**config.mk**
```make
export PLATFORM = sky130hd
export DESIGN_NAME = nibble_add_seq
export DESIGN_NICKNAME = d
export VERILOG_FILES = /design/src/rtl/nibble_add_seq_pkg.sv /design/src/rtl/nibble_add_seq_fa4.sv /design/src/rtl/nibble_add_seq.sv
export SDC_FILE = /design/constraint.sdc
export NUM_CORES = 1
export LEC_CHECK = 0
export BUFFER_PORTS_ARGS = -buffer_cell sky130_fd_sc_hd__buf_4
export CORE_MARGIN = 4
export CORE_UTILIZATION = 40
export DETAILED_ROUTE_END_ITERATION = 10
export GPL_ROUTABILITY_DRIVEN = 0
export PLACE_DENSITY = 0.61
export SKIP_CTS_REPAIR_TIMING = 1
export SLEW_MARGIN = 20
export SYNTH_ARGS = -nofsm -noshare
export SYNTH_HDL_FRONTEND = slang
export SYNTH_HIERARCHICAL = 1
export SYNTH_SLANG_ARGS = --single-unit
```
**constraint.sdc**
```tcl
create_clock -name clk -period 4.8 [get_ports clk]
set_input_delay 0.96 -clock clk [delete_from_list [all_inputs] [get_ports clk]]
set_output_delay 0.96 -clock clk [all_outputs]
set_load 0.03 [all_outputs]
```
**src/rtl/nibble_add_seq_pkg.sv**
```systemverilog
// nibble_add_seq_pkg : shared FSM encoding, nibble width and counter sizing.
// Revision 1.0
`default_nettype none

package nibble_add_seq_pkg;

  typedef enum logic [1:0] {
    IDLE = 2'd0,
    RUN  = 2'd1,
    DONE = 2'd2
  } state_t;

  localparam int NIBBLE_W = 4;

  function automatic int cnt_width(input int nib);
    return (nib > 1) ? $clog2(nib) : 1;
  endfunction

endpackage

`default_nettype wire

```
**src/rtl/nibble_add_seq_fa4.sv**
```systemverilog
// fa4 : 4-bit ripple-carry adder built from four full-adder cells.
// Revision 1.0
`default_nettype none

module fa4 (
  input  logic [3:0] a,
  input  logic [3:0] b,
  input  logic       cin,
  output logic [3:0] sum,
  output logic       cout
);

  logic [4:0] c;

  assign c[0] = cin;

  for (genvar i = 0; i < 4; i++) begin : g_bit
    assign sum[i]  = a[i] ^ b[i] ^ c[i];
    assign c[i+1]  = (a[i] & b[i]) | (c[i] & (a[i] ^ b[i]));
  end

  assign cout = c[4];

endmodule

`default_nettype wire

```
**src/rtl/nibble_add_seq.sv**
```systemverilog
// nibble_add_seq : WIDTH-bit add/subtract, one nibble per cycle through a shared fa4.
// Revision 1.0
`default_nettype none

module nibble_add_seq
  import nibble_add_seq_pkg::*;
#(
  parameter int WIDTH = 16
) (
  input  logic             clk,
  input  logic             rst_n,
  input  logic             req_valid,
  output logic             req_ready,
  input  logic [WIDTH-1:0] a_in,
  input  logic [WIDTH-1:0] b_in,
  input  logic             cin_in,
  input  logic             sub_in,
  output logic             res_valid,
  input  logic             res_ready,
  output logic [WIDTH-1:0] sum_out,
  output logic             cout_out,
  output logic             ovf_out
);

  localparam int NIB = WIDTH / NIBBLE_W;
  localparam int CW  = cnt_width(NIB);
  localparam logic [CW-1:0] LAST = CW'(NIB - 1);

  state_t           state, state_nxt;
  logic [CW-1:0]    cnt;
  logic             carry;
  logic [WIDTH-1:0] a_sh, b_sh, res, res_nxt, b_eff;
  logic             a_msb, b_msb;
  logic [3:0]       fa_sum;
  logic             fa_cout;
  logic             last;

  fa4 u_fa4 (
    .a    (a_sh[3:0]),
    .b    (b_sh[3:0]),
    .cin  (carry),
    .sum  (fa_sum),
    .cout (fa_cout)
  );

  assign b_eff = sub_in ? ~b_in : b_in;
  assign last  = (cnt == LAST);

  // New nibble enters at the top so the LSB nibble lands at the bottom after NIB shifts.
  if (NIB > 1) begin : g_multi
    assign res_nxt = {fa_sum, res[WIDTH-1:NIBBLE_W]};
  end else begin : g_single
    assign res_nxt = fa_sum;
  end

  always_ff @(posedge clk or negedge rst_n) begin
    if (!rst_n) state <= IDLE;
    else        state <= state_nxt;
  end

  always_comb begin
    state_nxt = state;
    req_ready = 1'b0;
    res_valid = 1'b0;
    case (state)
      IDLE: begin
        req_ready = 1'b1;
        if (req_valid) state_nxt = RUN;
      end
      RUN: begin
        if (last) state_nxt = DONE;
      end
      DONE: begin
        res_valid = 1'b1;
        if (res_ready) state_nxt = IDLE;
      end
      default: state_nxt = IDLE;
    endcase
  end

  always_ff @(posedge clk or negedge rst_n) begin
    if (!rst_n) begin
      cnt      <= '0;
      carry    <= 1'b0;
      a_sh     <= '0;
      b_sh     <= '0;
      res      <= '0;
      a_msb    <= 1'b0;
      b_msb    <= 1'b0;
      sum_out  <= '0;
      cout_out <= 1'b0;
      ovf_out  <= 1'b0;
    end else if (state == IDLE && req_valid) begin
      a_sh  <= a_in;
      b_sh  <= b_eff;
      carry <= sub_in ? 1'b1 : cin_in;
      a_msb <= a_in[WIDTH-1];
      b_msb <= b_eff[WIDTH-1];
      cnt   <= '0;
    end else if (state == RUN) begin
      res   <= res_nxt;
      carry <= fa_cout;
      a_sh  <= a_sh >> NIBBLE_W;
      b_sh  <= b_sh >> NIBBLE_W;
      cnt   <= cnt + 1'b1;
      if (last) begin
        sum_out  <= res_nxt;
        cout_out <= fa_cout;
        ovf_out  <= (a_msb == b_msb) && (res_nxt[WIDTH-1] != a_msb);
      end
    end
  end

endmodule

`default_nettype wire

```
==> results of run 1 <==
per-layer routing:
layer / vias up / wire [um]
li1: 1142 / -
met1: 1132 / 3210
met2: 62 / 3100
met3: 7 / 334
met4: 0 / 69
met5: - / 0
power by group:
group	switching [mW]	internal, mW	total, mW
logic	0.651	0.440	1.09
clock network	0.201	0.227	0.428
registers	0.212	0.855	1.07
total	1.06	1.52	2.59
path summary, 6_finish.rpt:
check	start	slack, ns	endpoint	cells after the start
min in group asynchronous	rst_n	0.72	res[11]	1
hold reg to reg	res[5]	0.48	res[5]	2
setup / recovery	a_sh[0]	2.22	ovf_out	11
hold / removal	res[5]	0.48	res[5]	2
max in group asynchronous	rst_n	3.50	a_sh[13]	1
setup reg to reg	a_sh[0]	2.22	ovf_out	11
cell type report:
class | instances | area share [%]
Sequential cell | 69 | 45.4
Multi-Input combinational cell | 210 | 33.7
Timing Repair Buffer | 59 | 11.7
Clock buffer | 14 | 4.54
Tap cell | 102 | 3.36
Inverter | 12 | 1.19
Clock inverter | 1 | 0.132
critical path, delay by kind of cell (launching register included):
family | cells | cell delay [ns]
buffers and inverters | 4 | 0.31
AO/OA/AOI/OAI | 2 | 0.19
adder cells (fa/ha/maj) | 4 | 1.33
flip-flops | 1 | 0.41
AND/OR/NAND/NOR | 1 | 0.18
flip-flops by register name, summed over array words and instances, names as in the netlist:
signal / cells
a_sh: 16
b_sh: 16
sum_out: 16
res: 12
cnt: 2
state: 2
a_msb: 1
b_msb: 1
carry: 1
cout_out: 1
ovf_out: 1
per-stage QoR:
step	hold WS (ns)	instances	power (mW)	util (%)
floorplan	0.442	313	1.84	-
global placement	0.459	452	2.14	46.9
detailed placement	0.465	452	2.18	46.9
CTS	0.482	467	2.62	49.2
global route	0.516	467	2.80	49.2
finish	0.478	467	2.59	49.2
placed cells by master, fill, tap and decap left out:
master,n
a31oi_1,11
a2bb2oi_1,1
nor2b_1,1
buf_4,59
ha_1,1
and3b_1,1
o21ai_0,17
nor3b_1,1
a31oi_2,1
mux2_2,13
clkbuf_1,2
or3b_2,1
xor2_1,13
xnor2_1,3
nand2_1,78
dfrtp_1,69
nand2b_1,2
clkinv_2,1
inv_1,12
a22oi_1,26
clkbuf_8,12
nand3b_1,1
nand3_1,8
nor2_1,15
fa_1,4
a21oi_1,1
or2_2,1
nor2b_2,1
o21ai_1,5
mux2_1,4
logic make-up after synthesis:
logic type	count (synthesis)	synth area share, %
compound gates	62	12.6
fa+ha+maj	5	2.92
buf+inv	34	5.29
simple gates	110	14.3
mux	17	6.04
flops	69	54.4
xor+xnor	16	4.42
==> results.toml, run 1 <==
[logic_synthesis]
ys.warnings.count = 6
syn_nets = 356
netlist_top_cells_count = "nand2_1, dfrtp_1, a22oi_1"
synth_cell_type_count = 30
yosys-top-cells-area = "dfrtp_1, nand2_1, a22oi_1"
synth.avg_cell_area_sq_um = 10.1
synth_seq_cells = 69
post-synth-top-count-cell = "nand2_1"
syn_area_sq_um = 3170
synth-async-reset-ratio_pct = 100
synth-seq-area-share_pct = 54.4
synth_top_area_cell = "dfrtp_1"
dominantRegCellSynth = "dfrtp_1"
synthCells = 313
post-synth-top-area-fraction_pct = 54.4
synth-edff-count = 0

[clock_network]
tritoncts_clock_tree = "built"
tritoncts_num_sinks = 69
clk_latency_ns = 0.33
clock_root_cell = "clkbuf_8"
clk_path_buf_depth = 2
htree_levels = 3
cts_buffers = 9
clk_pin_slew_ns = 0.07

[floorplan]
pin_count = 58
floorplan.die.width_um = 97.0
floorplan.die_area_sq_um = 9420
initial_utilization_pct = 41.0
row_count = 32
die-height_um = 97.0
floorplan.core_area_sq_um = 7730

[sta]
final_hold_violation_count = 0
worst_clock_skew_ns = 0.00484
final.setup.worst_slack_ns = 2.22
setup_violations = 0
period_minus_slack_ns = 2.58
tightest_slew_ns = 0.993
maxClockFrequency_ghz = 0.387
timing.final.crit_share_pct = 53.8
finalSetupTns_ns = 0
maxSlewHeadroom_pct = 33.6
slew_viol_final = 0
rsz0062_at_grt = "false"

[global_route]
grt_first_pass_wirelength_um = 11400
gr-usage-met1_pct = 20.3
grt_max_degree = 70
gr-usage-met3_pct = 4.25
number_of_antenna_violations_at_the_first_check_in_global_routing = 0
globalRouteOverflowTotal = 0
met2_layer_usage_reported_by_global_route_pct = 23.0
grtUsageTotal_pct = 14.9
globalRoute.busiestLayer = "met2"
grt_pass1_vias = 2340

[final_layout]
final_layout_size_suffix_gt1_share_pct = 24.4
combined_area_of_the_multi_input_logic_cells_sq_um = 1280
diodes = 0
finish.instance_area_sq_um = 3800
final-seq-area_sq_um = 1730
syn_to_final_growth_pct = 19.8
fillerInstances = 747
nets = 404

[pwr]
leakagePower_nw = 1.86
vdd.ir_drop.worst_v = 0.000421
pwr_density_cell_nw_per_um2 = 681

[route]
vias_per_cell = 5.02
initialDrtViolationCount = 126
drt-total-wl_um = 6720
vias = 2343
drc = 0
route.detailed.wl_per_inst_um = 14.4
dr.pass1.iters = 4
postRouteAntennaNets = 0

[placement]
place_hpwl_um = 4560
dpl_worst_slack_ns = 2.20
placement.cell_area_sq_um = 3620
io_buffers = 57

[worst_setup_path]
crit_arrival_ns = 2.75
highest_net_fanout_along_the_worst_path = 4
critical_path.cell_chain = "fa_1 > inv_1 > fa_1 > inv_1 > fa_1 > inv_1 > fa_1 > inv_1 > and3b_1 > a21oi_1 > o21ai_0"
critical-path-slowest-cell = "fa_1"
crit_path_end_kind = "flop"
startpoint_type = "flop"
worst_path_largest_cell_delay_ns = 0.42
criticalPathCategory = "flop to flop"
required_time_worst_endpoint_ns = 4.97

[job]
drv.max_cap_violation_count = 0

[status]
run_status = "finished clean"

[min_path]
min-delay-path-class = "flop to flop"
No activity file was read; power rests on OpenSTA's default activity.
==> run 2: changes to the inputs <==
Settings changed: ABC_AREA set to 1, PLACE_DENSITY 0.61 to 0.63.
Clock period 4.8 ns to 2.2 ns, I/O delays scaled along.
==> results.toml, run 2 <==
[status]
run_status = "finished, violations left"
failing_checks = "negative setup slack"

[floorplan]
floorplan.core_area_sq_um = 7890
floorplan.die.width_um = 99.2
initial_utilization_pct = 42.2
floorplan.die_area_sq_um = 9840
pin_count = 58
row_count = 32
die-height_um = 99.2

[logic_synthesis]
yosys-mux-area-fraction_pct = 0
yosys.area_share.adder_pct = 2.78
syn_nets = 439
post-synth-top-area-fraction_pct = 51.9
synth-edff-count = 0
netlist_top_cells_count = "nand2_1, dfrtp_1, inv_1"
syn_area_sq_um = 3330
synth.avg_cell_area_sq_um = 8.40
synth_top_family_by_area = "simple AND/OR/NAND/NOR gates"
dominantRegCellSynth = "dfrtp_1"
yosys-top-cells-area = "dfrtp_1, nand2_1, inv_1"
synth-compound-area-share_pct = 9.07
synth_cell_type_count = 23
synthXorXnorAreaFrac_pct = 1.05
ys.warnings.count = 6
synth_top_area_cell = "dfrtp_1"
synth_seq_cells = 69
post-synth-top-count-cell = "nand2_1"
synth-seq-area-share_pct = 51.9
synth-async-reset-ratio_pct = 100
synthCells = 396
simple_gate_area_share_of_the_yosys_netlist_pct = 25.1

[global_route]
gr-usage-met1_pct = 18.8
grtUsageTotal_pct = 14.3
globalRoute.busiestLayer = "met2"
gr-usage-met3_pct = 4.98
met2_layer_usage_reported_by_global_route_pct = 22.7
globalRouteOverflowTotal = 0
grt_pass1_vias = 2441
number_of_antenna_violations_at_the_first_check_in_global_routing = 0
grt_max_degree = 43
grt_first_pass_wirelength_um = 11300

[pwr]
power_frac_comb_pct = 42.5
pwr_density_cell_nw_per_um2 = 1500
relative_contribution_of_the_clock_network_to_total_power_pct = 22.3
power.share.switching_pct = 39.9
cell_internal_pwr_mw = 3.68
power_frac_seq_pct = 35.2
p_sw_mw = 2.45
vdd.ir_drop.worst_v = 0.000466
leakagePower_nw = 2.20

[final_layout]
fillerInstances = 747
fin_util_pct = 51.7
most_frequent_cells_in_the_layout = "nand2_1, dfrtp_1, buf_4, inv_1, nand3_1"
final_layout_size_suffix_gt1_share_pct = 24.3
combined_area_of_the_multi_input_logic_cells_sq_um = 1280
nets = 495
diodes = 0
leading_cell_type_in_the_layout_fill_and_taps_excluded = "nand2_1"
finish.instance_area_sq_um = 4080
syn_to_final_growth_pct = 22.6
final-instance-count-excl-fill = 559
reg_top3 = "a_sh (16), b_sh (16), sum_out (16)"
final-seq-area_sq_um = 1730

[min_path]
min-delay-path-class = "input port to async pin"

[route]
drc = 0
vias = 2561
dr.pass1.iters = 4
postRouteAntennaNets = 0
route.detailed.wl_per_inst_um = 11.7
drt-total-wl_um = 6570
vias_per_cell = 4.58
initialDrtViolationCount = 86

[sta]
maxSlewHeadroom_pct = 63.9
finalSetupTns_ns = -0.360
worst_clock_skew_ns = 0.00768
final_hold_violation_count = 0
rsz0062_at_grt = "true"
timing.final.crit_share_pct = 106
period_minus_slack_ns = 2.33
setup_violations = 3
slew_viol_final = 0
tightest_slew_ns = 0.542
maxClockFrequency_ghz = 0.429
final.setup.worst_slack_ns = -0.131

[clock_network]
tritoncts_num_sinks = 69
tritoncts_clock_tree = "built"
htree_levels = 3
clock_root_cell = "clkbuf_8"
clk_path_buf_depth = 2
clk_pin_slew_ns = 0.07
cts_buffers = 9
clk_latency_ns = 0.34

[placement]
io_buffers = 57
dpl_worst_slack_ns = -0.158
dpl.cell_count = 542
placement.cell_area_sq_um = 3780
place_hpwl_um = 4550

[worst_setup_path]
crit_arrival_ns = 2.60
required_time_worst_endpoint_ns = 2.47
crit_path_end_kind = "flop"
startpoint_type = "flop"
highest_net_fanout_along_the_worst_path = 2
criticalPathCategory = "flop to flop"

[job]
drv.max_cap_violation_count = 0
run 2: final cells by class:
class	instances	share of cell area [%]
flip-flops and latches	69	42.3
repair buffers	65	12.3
multi-input cells	263	31.4
well taps	102	3.13
clock inverters	6	3.28
clock buffers	10	3.38
inverters	44	4.23
run 2: per-layer routing:
layer  up-vias  wire length [um]
li1       1330                 -
met1      1171              3120
met2        55              3010
met3         5               383
met4         0                53
met5         -                 0
run 2: power groups by stage:
stage          logic [mW]  registers [mW]  clock network [mW]
6_report             2.60            2.16                1.37
5_1_grt              2.97            2.24                1.45
4_1_cts              2.54            2.16                1.40
3_5_place_dp         2.53            2.18                   0
3_3_place_gp         2.47            2.16                   0
2_1_floorplan        1.70            2.39                   0
run 2: worst paths after layout:
path / startpoint / to / slack, ns / cells past startpoint
worst max-delay path: a_sh[0] / sum_out[15] / -0.13 / 11
worst min-delay path: rst_n / sum_out[9] / 0.08 / 1
worst max register to register: a_sh[0] / sum_out[15] / -0.13 / 11
worst min register to register: sum_out[1] / sum_out[1] / 0.47 / 2
max in group asynchronous: rst_n / b_sh[1] / 1.59 / 2
min in group clk: res_ready / state[1] / 0.27 / 2
run 2: cells by family after synthesis:
group / after synthesis
adders and majority gates: 5
and+or+nand+nor: 206
xor gates and xnor gates: 4
DFF: 69
buffers and inverters: 64
AOI/OAI and AO/OA: 48
run 2: per-stage QoR:
step	total power, mW	hold WS (ns)
finish	6.13	0.0835
floorplan	4.09	0.144
global placement	4.63	0.455
CTS	6.10	0.0892
detailed placement	4.72	0.460
global route	6.66	0.113
run 2: critical path: stages, from the launching register on:
cell and delay [ns]:
dfrtp_1 0.41, fa_2 0.39, inv_2 0.06, fa_2 0.18, inv_2 0.04, fa_2 0.33, inv_2 0.06, fa_1 0.42
inv_2 0.09, inv_4 0.03, buf_4 0.13, o21ai_2 0.11
